===== config.mk =====
export PLATFORM = sky130hd
export DESIGN_NAME = wb_stage_flat
export DESIGN_NICKNAME = d
export VERILOG_FILES = /design/src/rtl/wb_stage_if.sv /design/src/rtl/wb_stage.sv /design/src/flat_wrapper.sv
export SDC_FILE = /design/constraint.sdc
export NUM_CORES = 1
export LEC_CHECK = 0
export BUFFER_PORTS_ARGS = -buffer_cell sky130_fd_sc_hd__buf_2
export CELL_PAD_IN_SITES_DETAIL_PLACEMENT = 0
export CELL_PAD_IN_SITES_GLOBAL_PLACEMENT = 1
export CORE_UTILIZATION = 37
export CTS_BUF_LIST = sky130_fd_sc_hd__clkbuf_8
export DETAILED_ROUTE_END_ITERATION = 16
export PLACE_DENSITY_LB_ADDON = 0.1
export REMOVE_ABC_BUFFERS = 1
export SLEW_MARGIN = 10
export SYNTH_ARGS = -nofsm -noshare
export SYNTH_HDL_FRONTEND = slang
export SYNTH_SLANG_ARGS = --single-unit

===== constraint.sdc =====
create_clock -name clk -period 2.6 [get_ports clk]
set_input_delay 0.26 -clock clk [delete_from_list [all_inputs] [get_ports clk]]
set_output_delay 0.26 -clock clk [all_outputs]
set_load 0.1 [all_outputs]

===== src/rtl/wb_stage_if.sv =====
// Write-back stage bus: MEM-stage result, data-memory read data, MDU result
// handshake and the register-file write port.
interface wb_stage_if #(
    parameter int unsigned REG_AW = 5
);
    logic              flush;
    logic              mem_valid;
    logic              mem_wreg;
    logic [REG_AW-1:0] mem_wd;
    logic [31:0]       mem_wdata;
    logic              mem_is_load;
    logic [2:0]        mem_load_type;
    logic [1:0]        mem_addr_lo;
    logic [31:0]       dmem_rdata;
    logic              mdu_valid;
    logic [REG_AW-1:0] mdu_wd;
    logic [31:0]       mdu_wdata;
    logic              mdu_ready;
    logic              stall_req;
    logic              wr_en;
    logic [REG_AW-1:0] wraddr;
    logic [31:0]       wrdata;

    modport master (
        output flush, mem_valid, mem_wreg, mem_wd, mem_wdata, mem_is_load,
               mem_load_type, mem_addr_lo, dmem_rdata, mdu_valid, mdu_wd, mdu_wdata,
        input  mdu_ready, stall_req, wr_en, wraddr, wrdata
    );

    modport slave (
        input  flush, mem_valid, mem_wreg, mem_wd, mem_wdata, mem_is_load,
               mem_load_type, mem_addr_lo, dmem_rdata, mdu_valid, mdu_wd, mdu_wdata,
        output mdu_ready, stall_req, wr_en, wraddr, wrdata
    );
endinterface


===== src/rtl/wb_stage.sv =====
// Write-back stage: MEM/WB register, big-endian load extraction and a one-entry
// MDU result buffer sharing the register-file write port. WB_STARVE_EN adds the starvation stall.
module wb_stage #(
    parameter int unsigned STARVE_LIMIT = 4,
    parameter int unsigned REG_AW       = 5
) (
    input logic   clk,
    input logic   rst,
    wb_stage_if.slave bus
);
    localparam int unsigned AGE_W = 3;

    if (STARVE_LIMIT < 1 || STARVE_LIMIT > 7) begin : g_bad_limit
        $error("wb_stage: STARVE_LIMIT must be in 1..7");
    end

    logic              wb_valid_q,     wb_valid_d;
    logic              wb_wreg_q,      wb_wreg_d;
    logic [REG_AW-1:0] wb_wd_q,        wb_wd_d;
    logic [31:0]       wb_wdata_q,     wb_wdata_d;
    logic              wb_is_load_q,   wb_is_load_d;
    logic [2:0]        wb_load_type_q, wb_load_type_d;
    logic [1:0]        wb_addr_lo_q,   wb_addr_lo_d;
    logic              buf_valid_q,    buf_valid_d;
    logic [REG_AW-1:0] buf_wd_q,       buf_wd_d;
    logic [31:0]       buf_wdata_q,    buf_wdata_d;

    logic        stall;
    logic        pipe_sel;
    logic        buf_sel;
    logic [7:0]  byte_sel;
    logic [15:0] half_sel;
    logic [31:0] result;

    assign pipe_sel = wb_valid_q & wb_wreg_q;
    assign buf_sel  = buf_valid_q & ~pipe_sel;

`ifdef WB_STARVE_EN
    logic [AGE_W-1:0] age_q, age_d;

    assign stall = buf_valid_q & (age_q >= AGE_W'(STARVE_LIMIT));

    // Age counts cycles a full buffer is passed over by the pipeline write.
    always_comb begin
        age_d = age_q;
        if (!buf_valid_q || buf_sel) begin
            age_d = '0;
        end else if (age_q != {AGE_W{1'b1}}) begin
            age_d = age_q + AGE_W'(1);
        end
    end

    always_ff @(posedge clk) begin
        if (rst) age_q <= '0;
        else     age_q <= age_d;
    end
`else
    assign stall = 1'b0;
`endif

    // Big-endian byte/halfword selection and extension.
    always_comb begin
        byte_sel = bus.dmem_rdata[31:24];
        case (wb_addr_lo_q)
            2'd1:    byte_sel = bus.dmem_rdata[23:16];
            2'd2:    byte_sel = bus.dmem_rdata[15:8];
            2'd3:    byte_sel = bus.dmem_rdata[7:0];
            default: byte_sel = bus.dmem_rdata[31:24];
        endcase
        half_sel = wb_addr_lo_q[1] ? bus.dmem_rdata[15:0] : bus.dmem_rdata[31:16];
        result   = bus.dmem_rdata;
        case (wb_load_type_q)
            3'd1:    result = {{24{byte_sel[7]}}, byte_sel};
            3'd2:    result = {24'd0, byte_sel};
            3'd3:    result = {{16{half_sel[15]}}, half_sel};
            3'd4:    result = {16'd0, half_sel};
            default: result = bus.dmem_rdata;
        endcase
        if (!wb_is_load_q) result = wb_wdata_q;
    end

    // Next-state: MEM/WB capture (bubble on stall) and buffer load/drain.
    always_comb begin
        wb_valid_d     = 1'b0;
        wb_wreg_d      = wb_wreg_q;
        wb_wd_d        = wb_wd_q;
        wb_wdata_d     = wb_wdata_q;
        wb_is_load_d   = wb_is_load_q;
        wb_load_type_d = wb_load_type_q;
        wb_addr_lo_d   = wb_addr_lo_q;
        buf_valid_d    = buf_valid_q;
        buf_wd_d       = buf_wd_q;
        buf_wdata_d    = buf_wdata_q;
        if (!stall) begin
            wb_valid_d     = bus.mem_valid & ~bus.flush;
            wb_wreg_d      = bus.mem_wreg;
            wb_wd_d        = bus.mem_wd;
            wb_wdata_d     = bus.mem_wdata;
            wb_is_load_d   = bus.mem_is_load;
            wb_load_type_d = bus.mem_load_type;
            wb_addr_lo_d   = bus.mem_addr_lo;
        end
        if (buf_sel) begin
            buf_valid_d = 1'b0;
        end else if (bus.mdu_valid && !buf_valid_q) begin
            buf_valid_d = 1'b1;
            buf_wd_d    = bus.mdu_wd;
            buf_wdata_d = bus.mdu_wdata;
        end
    end

    always_ff @(posedge clk) begin
        if (rst) begin
            wb_valid_q     <= 1'b0;
            wb_wreg_q      <= 1'b0;
            wb_wd_q        <= '0;
            wb_wdata_q     <= '0;
            wb_is_load_q   <= 1'b0;
            wb_load_type_q <= '0;
            wb_addr_lo_q   <= '0;
            buf_valid_q    <= 1'b0;
            buf_wd_q       <= '0;
            buf_wdata_q    <= '0;
        end else begin
            wb_valid_q     <= wb_valid_d;
            wb_wreg_q      <= wb_wreg_d;
            wb_wd_q        <= wb_wd_d;
            wb_wdata_q     <= wb_wdata_d;
            wb_is_load_q   <= wb_is_load_d;
            wb_load_type_q <= wb_load_type_d;
            wb_addr_lo_q   <= wb_addr_lo_d;
            buf_valid_q    <= buf_valid_d;
            buf_wd_q       <= buf_wd_d;
            buf_wdata_q    <= buf_wdata_d;
        end
    end

    // Write port: pipeline first, then buffer; r0 writes are consumed but suppressed.
    always_comb begin
        bus.wr_en     = 1'b0;
        bus.wraddr    = '0;
        bus.wrdata    = '0;
        bus.mdu_ready = 1'b0;
        bus.stall_req = 1'b0;
        if (!rst) begin
            bus.mdu_ready = ~buf_valid_q;
            bus.stall_req = stall;
            if (pipe_sel) begin
                bus.wr_en  = (wb_wd_q != '0);
                bus.wraddr = wb_wd_q;
                bus.wrdata = result;
            end else if (buf_valid_q) begin
                bus.wr_en  = (buf_wd_q != '0);
                bus.wraddr = buf_wd_q;
                bus.wrdata = buf_wdata_q;
            end
        end
    end
endmodule

===== src/flat_wrapper.sv =====
// flat-port wrapper written by rule: the top's interface ports become plain ports
module wb_stage_flat 
#(
    parameter int unsigned STARVE_LIMIT = 4,
    parameter int unsigned REG_AW       = 5
)
  (clk, rst, bus_flush, bus_mem_valid, bus_mem_wreg, bus_mem_wd, bus_mem_wdata, bus_mem_is_load, bus_mem_load_type, bus_mem_addr_lo, bus_dmem_rdata, bus_mdu_valid, bus_mdu_wd, bus_mdu_wdata, bus_mdu_ready, bus_stall_req, bus_wr_en, bus_wraddr, bus_wrdata);
  wb_stage_if #(.REG_AW(REG_AW)) bus_i ();
  input logic clk;
  input logic rst;
  input wire logic [$bits(bus_i.flush)-1:0] bus_flush;
  input wire logic [$bits(bus_i.mem_valid)-1:0] bus_mem_valid;
  input wire logic [$bits(bus_i.mem_wreg)-1:0] bus_mem_wreg;
  input wire logic [$bits(bus_i.mem_wd)-1:0] bus_mem_wd;
  input wire logic [$bits(bus_i.mem_wdata)-1:0] bus_mem_wdata;
  input wire logic [$bits(bus_i.mem_is_load)-1:0] bus_mem_is_load;
  input wire logic [$bits(bus_i.mem_load_type)-1:0] bus_mem_load_type;
  input wire logic [$bits(bus_i.mem_addr_lo)-1:0] bus_mem_addr_lo;
  input wire logic [$bits(bus_i.dmem_rdata)-1:0] bus_dmem_rdata;
  input wire logic [$bits(bus_i.mdu_valid)-1:0] bus_mdu_valid;
  input wire logic [$bits(bus_i.mdu_wd)-1:0] bus_mdu_wd;
  input wire logic [$bits(bus_i.mdu_wdata)-1:0] bus_mdu_wdata;
  output wire logic [$bits(bus_i.mdu_ready)-1:0] bus_mdu_ready;
  output wire logic [$bits(bus_i.stall_req)-1:0] bus_stall_req;
  output wire logic [$bits(bus_i.wr_en)-1:0] bus_wr_en;
  output wire logic [$bits(bus_i.wraddr)-1:0] bus_wraddr;
  output wire logic [$bits(bus_i.wrdata)-1:0] bus_wrdata;
  assign bus_i.flush = bus_flush;
  assign bus_i.mem_valid = bus_mem_valid;
  assign bus_i.mem_wreg = bus_mem_wreg;
  assign bus_i.mem_wd = bus_mem_wd;
  assign bus_i.mem_wdata = bus_mem_wdata;
  assign bus_i.mem_is_load = bus_mem_is_load;
  assign bus_i.mem_load_type = bus_mem_load_type;
  assign bus_i.mem_addr_lo = bus_mem_addr_lo;
  assign bus_i.dmem_rdata = bus_dmem_rdata;
  assign bus_i.mdu_valid = bus_mdu_valid;
  assign bus_i.mdu_wd = bus_mdu_wd;
  assign bus_i.mdu_wdata = bus_mdu_wdata;
  assign bus_mdu_ready = bus_i.mdu_ready;
  assign bus_stall_req = bus_i.stall_req;
  assign bus_wr_en = bus_i.wr_en;
  assign bus_wraddr = bus_i.wraddr;
  assign bus_wrdata = bus_i.wrdata;
  wb_stage #(.STARVE_LIMIT(STARVE_LIMIT), .REG_AW(REG_AW)) u_core (.clk(clk), .rst(rst), .bus(bus_i));
endmodule

==> impl_metrics.tcl <==
set metrics [dict create \
    ys_warn_count 0 \
    max_slew_margin_pct 62.38 \
    p_int_mw 2.112 \
    ys_seq_elements 83 \
    p_per_area_nw_per_um2 472.9 \
    critPathTopFamily "compound AO/OA/AOI/OAI gates" \
    grt_max_degree 116 \
    hold_buffers 0 \
    met3_usage_pct 6.374 \
    final.period_utilization_pct 97.19 \
    clkTransAtPathRegs_ns 0.09 \
    grt_pass1_vias 4535 \
    rsz0062_at_grt "true" \
    cpPeakStageDelay_ns 0.38 \
    max_cap_viol_count 0 \
    cts.sinks 83 \
    arrival_ns 2.27 \
    fmax_mhz 395.7 \
    wl_per_cell_microns 17.26 \
    syn_to_final_growth_pct 42.96 \
    p_comb_share_pct 25.8 \
    seqPwrFrac_pct 44.6 \
    synthMostInstantiatedCell "nand2_1" \
    ys.flop_type "dfxtp_1" \
    grt_util_all_layers_pct 24.23 \
    fin_crit_ns 2.527 \
    place_inst 845 \
    finalInstanceArea_sq_um 6541 \
    drt-vias-per-instance 5.390 \
    critPathMaxFanout 6 \
    cp-start-kind "flop" \
    routed_wl_mm 15.20 \
    rows 40 \
    use_met2_pct 37.79 \
    synthDistinctLibCells 44 \
    die_area_sq_um 12820 \
    worst_pin_slew_ns 0.5625 \
    post-synth-top-area-fraction_pct 36.31 \
    crit_chain "mux2i_1, a222oi_1, buf_4, buf_6, clkbuf_16, o221ai_2, a31oi_4, buf_12" \
    status "complete, no violations" \
    clock_path_buffers 2 \
    power_frac_clock_pct 29.6 \
    drive_above_1_share_pct 36.97 \
    hpwl_mm 10.51 \
    synth-edff-count 0 \
    hold_path_class "in -> reg" \
    portBuffers 156 \
    start_util_pct 38.09 \
    multi_input_area_sq_um 2904 \
    fin_util_pct 54.46 \
    drtIter0Drc 243 \
    placed_cell_area_sq_um 5918 \
    syn_inst 566 \
    die_h_microns 113.2 \
    p_leak_nw 2.595 \
    dr.pass1.iters 4 \
    htree_num_levels 3 \
    core_sq_um 12010 \
    grt-ovfl-total 0 \
    top_usage_layer "met2" \
    fillers 1133 \
    synth_commonest_cells "101 x nand2_1, 83 x dfxtp_1, 60 x a21oi_1" \
    syn_area_sq_um 4576 \
    grt_use_met1_pct 32.34 \
    total_power_mw 3.093 \
    die_x_microns 113.2 \
    grt_pass1_wl_mm 23.85 \
    fin_cells 881 \
    route.detailed.drc 0 \
    synth_area_leader_cell "dfxtp_1" \
    async_reset_ff_share_pct 0 \
    drtAntennaViolNets 0 \
    path_buf_inv 4 \
    p_switching_uw 980.9 \
    syn_avg_cell_area_sq_um 8.084 \
    cts_tree "yes" \
    end_kind "output pin" \
    p_sw_share_pct 31.71 \
    gp_congestion 0.8473 \
    cts_buffers 9 \
    required_ns 2.34 \
    finalSetupViolations 0 \
    ioPinCount 158 \
    ir_worst_vdd_uv 340.0 \
    path_class "reg -> out" \
    antenna_found_initial 2 \
    cts-root-buf "clkbuf_8" \
    hold_viol 0 \
    synthTopCellsByArea "dfxtp_1 36%, nand2_1 8.3%, a21oi_1 6.6%" \
    register_area_sq_um 1674 \
    via_count 4749 \
    fin_worst_skew_ns 0.01369 \
    slowest_stage "dfxtp_4" \
    nets 847 \
    clk_latency_ns 0.38 \
    ys_seq_area_share_pct 36.31 \
    report.final.slew_viol_count 0 \
]
-- worst paths after layout --
kind | start | end | slack [ns] | depth (start not counted)
worst max-delay path | u_core.wb_addr_lo_q[0] | bus_wrdata[28] | 0.07 | 8
worst min-delay path | bus_flush | u_core.wb_valid_q | 0.05 | 2
worst max register to register | u_core.buf_valid_q | u_core.buf_wdata_q[18] | 1.35 | 5
worst min register to register | u_core.buf_wdata_q[30] | u_core.buf_wdata_q[30] | 0.46 | 2
-- stage by stage --
step	hold WS (ns)	setup slack (ns)	setup TNS [ns]
after global placement	0.4346	0.2304	0
final	0.05028	0.07310	0
after global routing	0.03150	-0.01181	-0.02472
after floorplan	0.3291	-3.383	-75.74
after CTS	0.03322	-0.01447	-0.03557
after detailed placement	0.4381	0.1738	0
-- layout make-up --
cell class	count	share of cell area, %
Multi-Input combinational cell	431	44.40
Sequential cell	83	25.59
Antenna cell	1	0.03826
Tap cell	147	2.812
Clock inverter	6	0.9181
Inverter	2	0.1148
Timing Repair Buffer	202	24.23
Clock buffer	9	1.894
-- repair_timing --
action	CTS	global route
setup buffers	2	16
pin swaps	21	9
cloned	2	1
endpoints found under the hold margin	0	0
endpoints found under the setup margin	31	31
gates resized for setup	42	19
-- state kept, by name, summed over array words and instances, names as in the netlist --
name                   flops
u_core.buf_wdata_q        32
u_core.wb_wdata_q         32
u_core.buf_wd_q            5
u_core.wb_wd_q             5
u_core.wb_load_type_q      3
u_core.wb_addr_lo_q        2
u_core.buf_valid_q         1
u_core.wb_is_load_q        1
u_core.wb_valid_q          1
u_core.wb_wreg_q           1
-- worst reg2reg max path, cell delays in order (launching register included) --
cell and delay (ns):
dfxtp_1 0.33, buf_4 0.20, nand2b_1 0.15, buf_4 0.26, nand2_1 0.10, a21oi_1 0.15
-- cell usage in the layout (no fill, tap or decap), types with 2 or more instances in the layout --
cell type	Yosys	final
mux4_2	4	4
mux2i_1	18	18
a211o_1	7	7
clkbuf_4	0	2
nor2_1	34	34
dfxtp_4	0	3
dfxtp_1	83	79
o21ai_0	31	31
clkinv_4	0	2
a21o_1	16	16
nand2_1	101	101
buf_2	7	124
a21oi_1	60	60
nor3b_1	2	2
o21a_1	8	8
buf_6	1	3
nand3_1	8	8
a31oi_2	0	14
clkbuf_8	0	9
mux4_1	4	4
buf_4	4	44
a22oi_1	5	5
buf_12	0	28
nand2b_1	3	3
nor3_1	11	11
a211oi_2	4	8
a21boi_0	9	8
o221ai_1	14	6
inv_1	2	4
nor2b_1	46	45
a31oi_4	0	2
o221ai_2	10	18
-- routing by layer --
metal	share of wire (%)	routed length, microns
met1	45	6904
met2	46	7026
met4	1.9	283
met5	0	0
met3	6.5	987
-- cell families (layout without fill, tap and decap cells) --
logic type,Yosys count,count (layout),synth area share [%]
buffers and inverters,52,219,4.949
XOR/XNOR,1,1,0.1914
multiplexers,26,26,8.203
AO/OA/AOI/OAI,191,191,28.74
AND/OR/NAND/NOR,212,212,21.52
other,1,2,0.08196
flip-flops,83,83,36.31
-- power by group through the flow --
stage	logic (mW)	clock network [mW]	registers [mW]
after floorplan	0.371	0	1.42
after global placement	0.686	0	1.41
after detailed placement	0.696	0	1.41
after CTS	0.739	0.944	1.38
after global routing	0.857	0.993	1.39
final	0.797	0.915	1.38
Note: power is estimated with default switching activity, not from simulation.
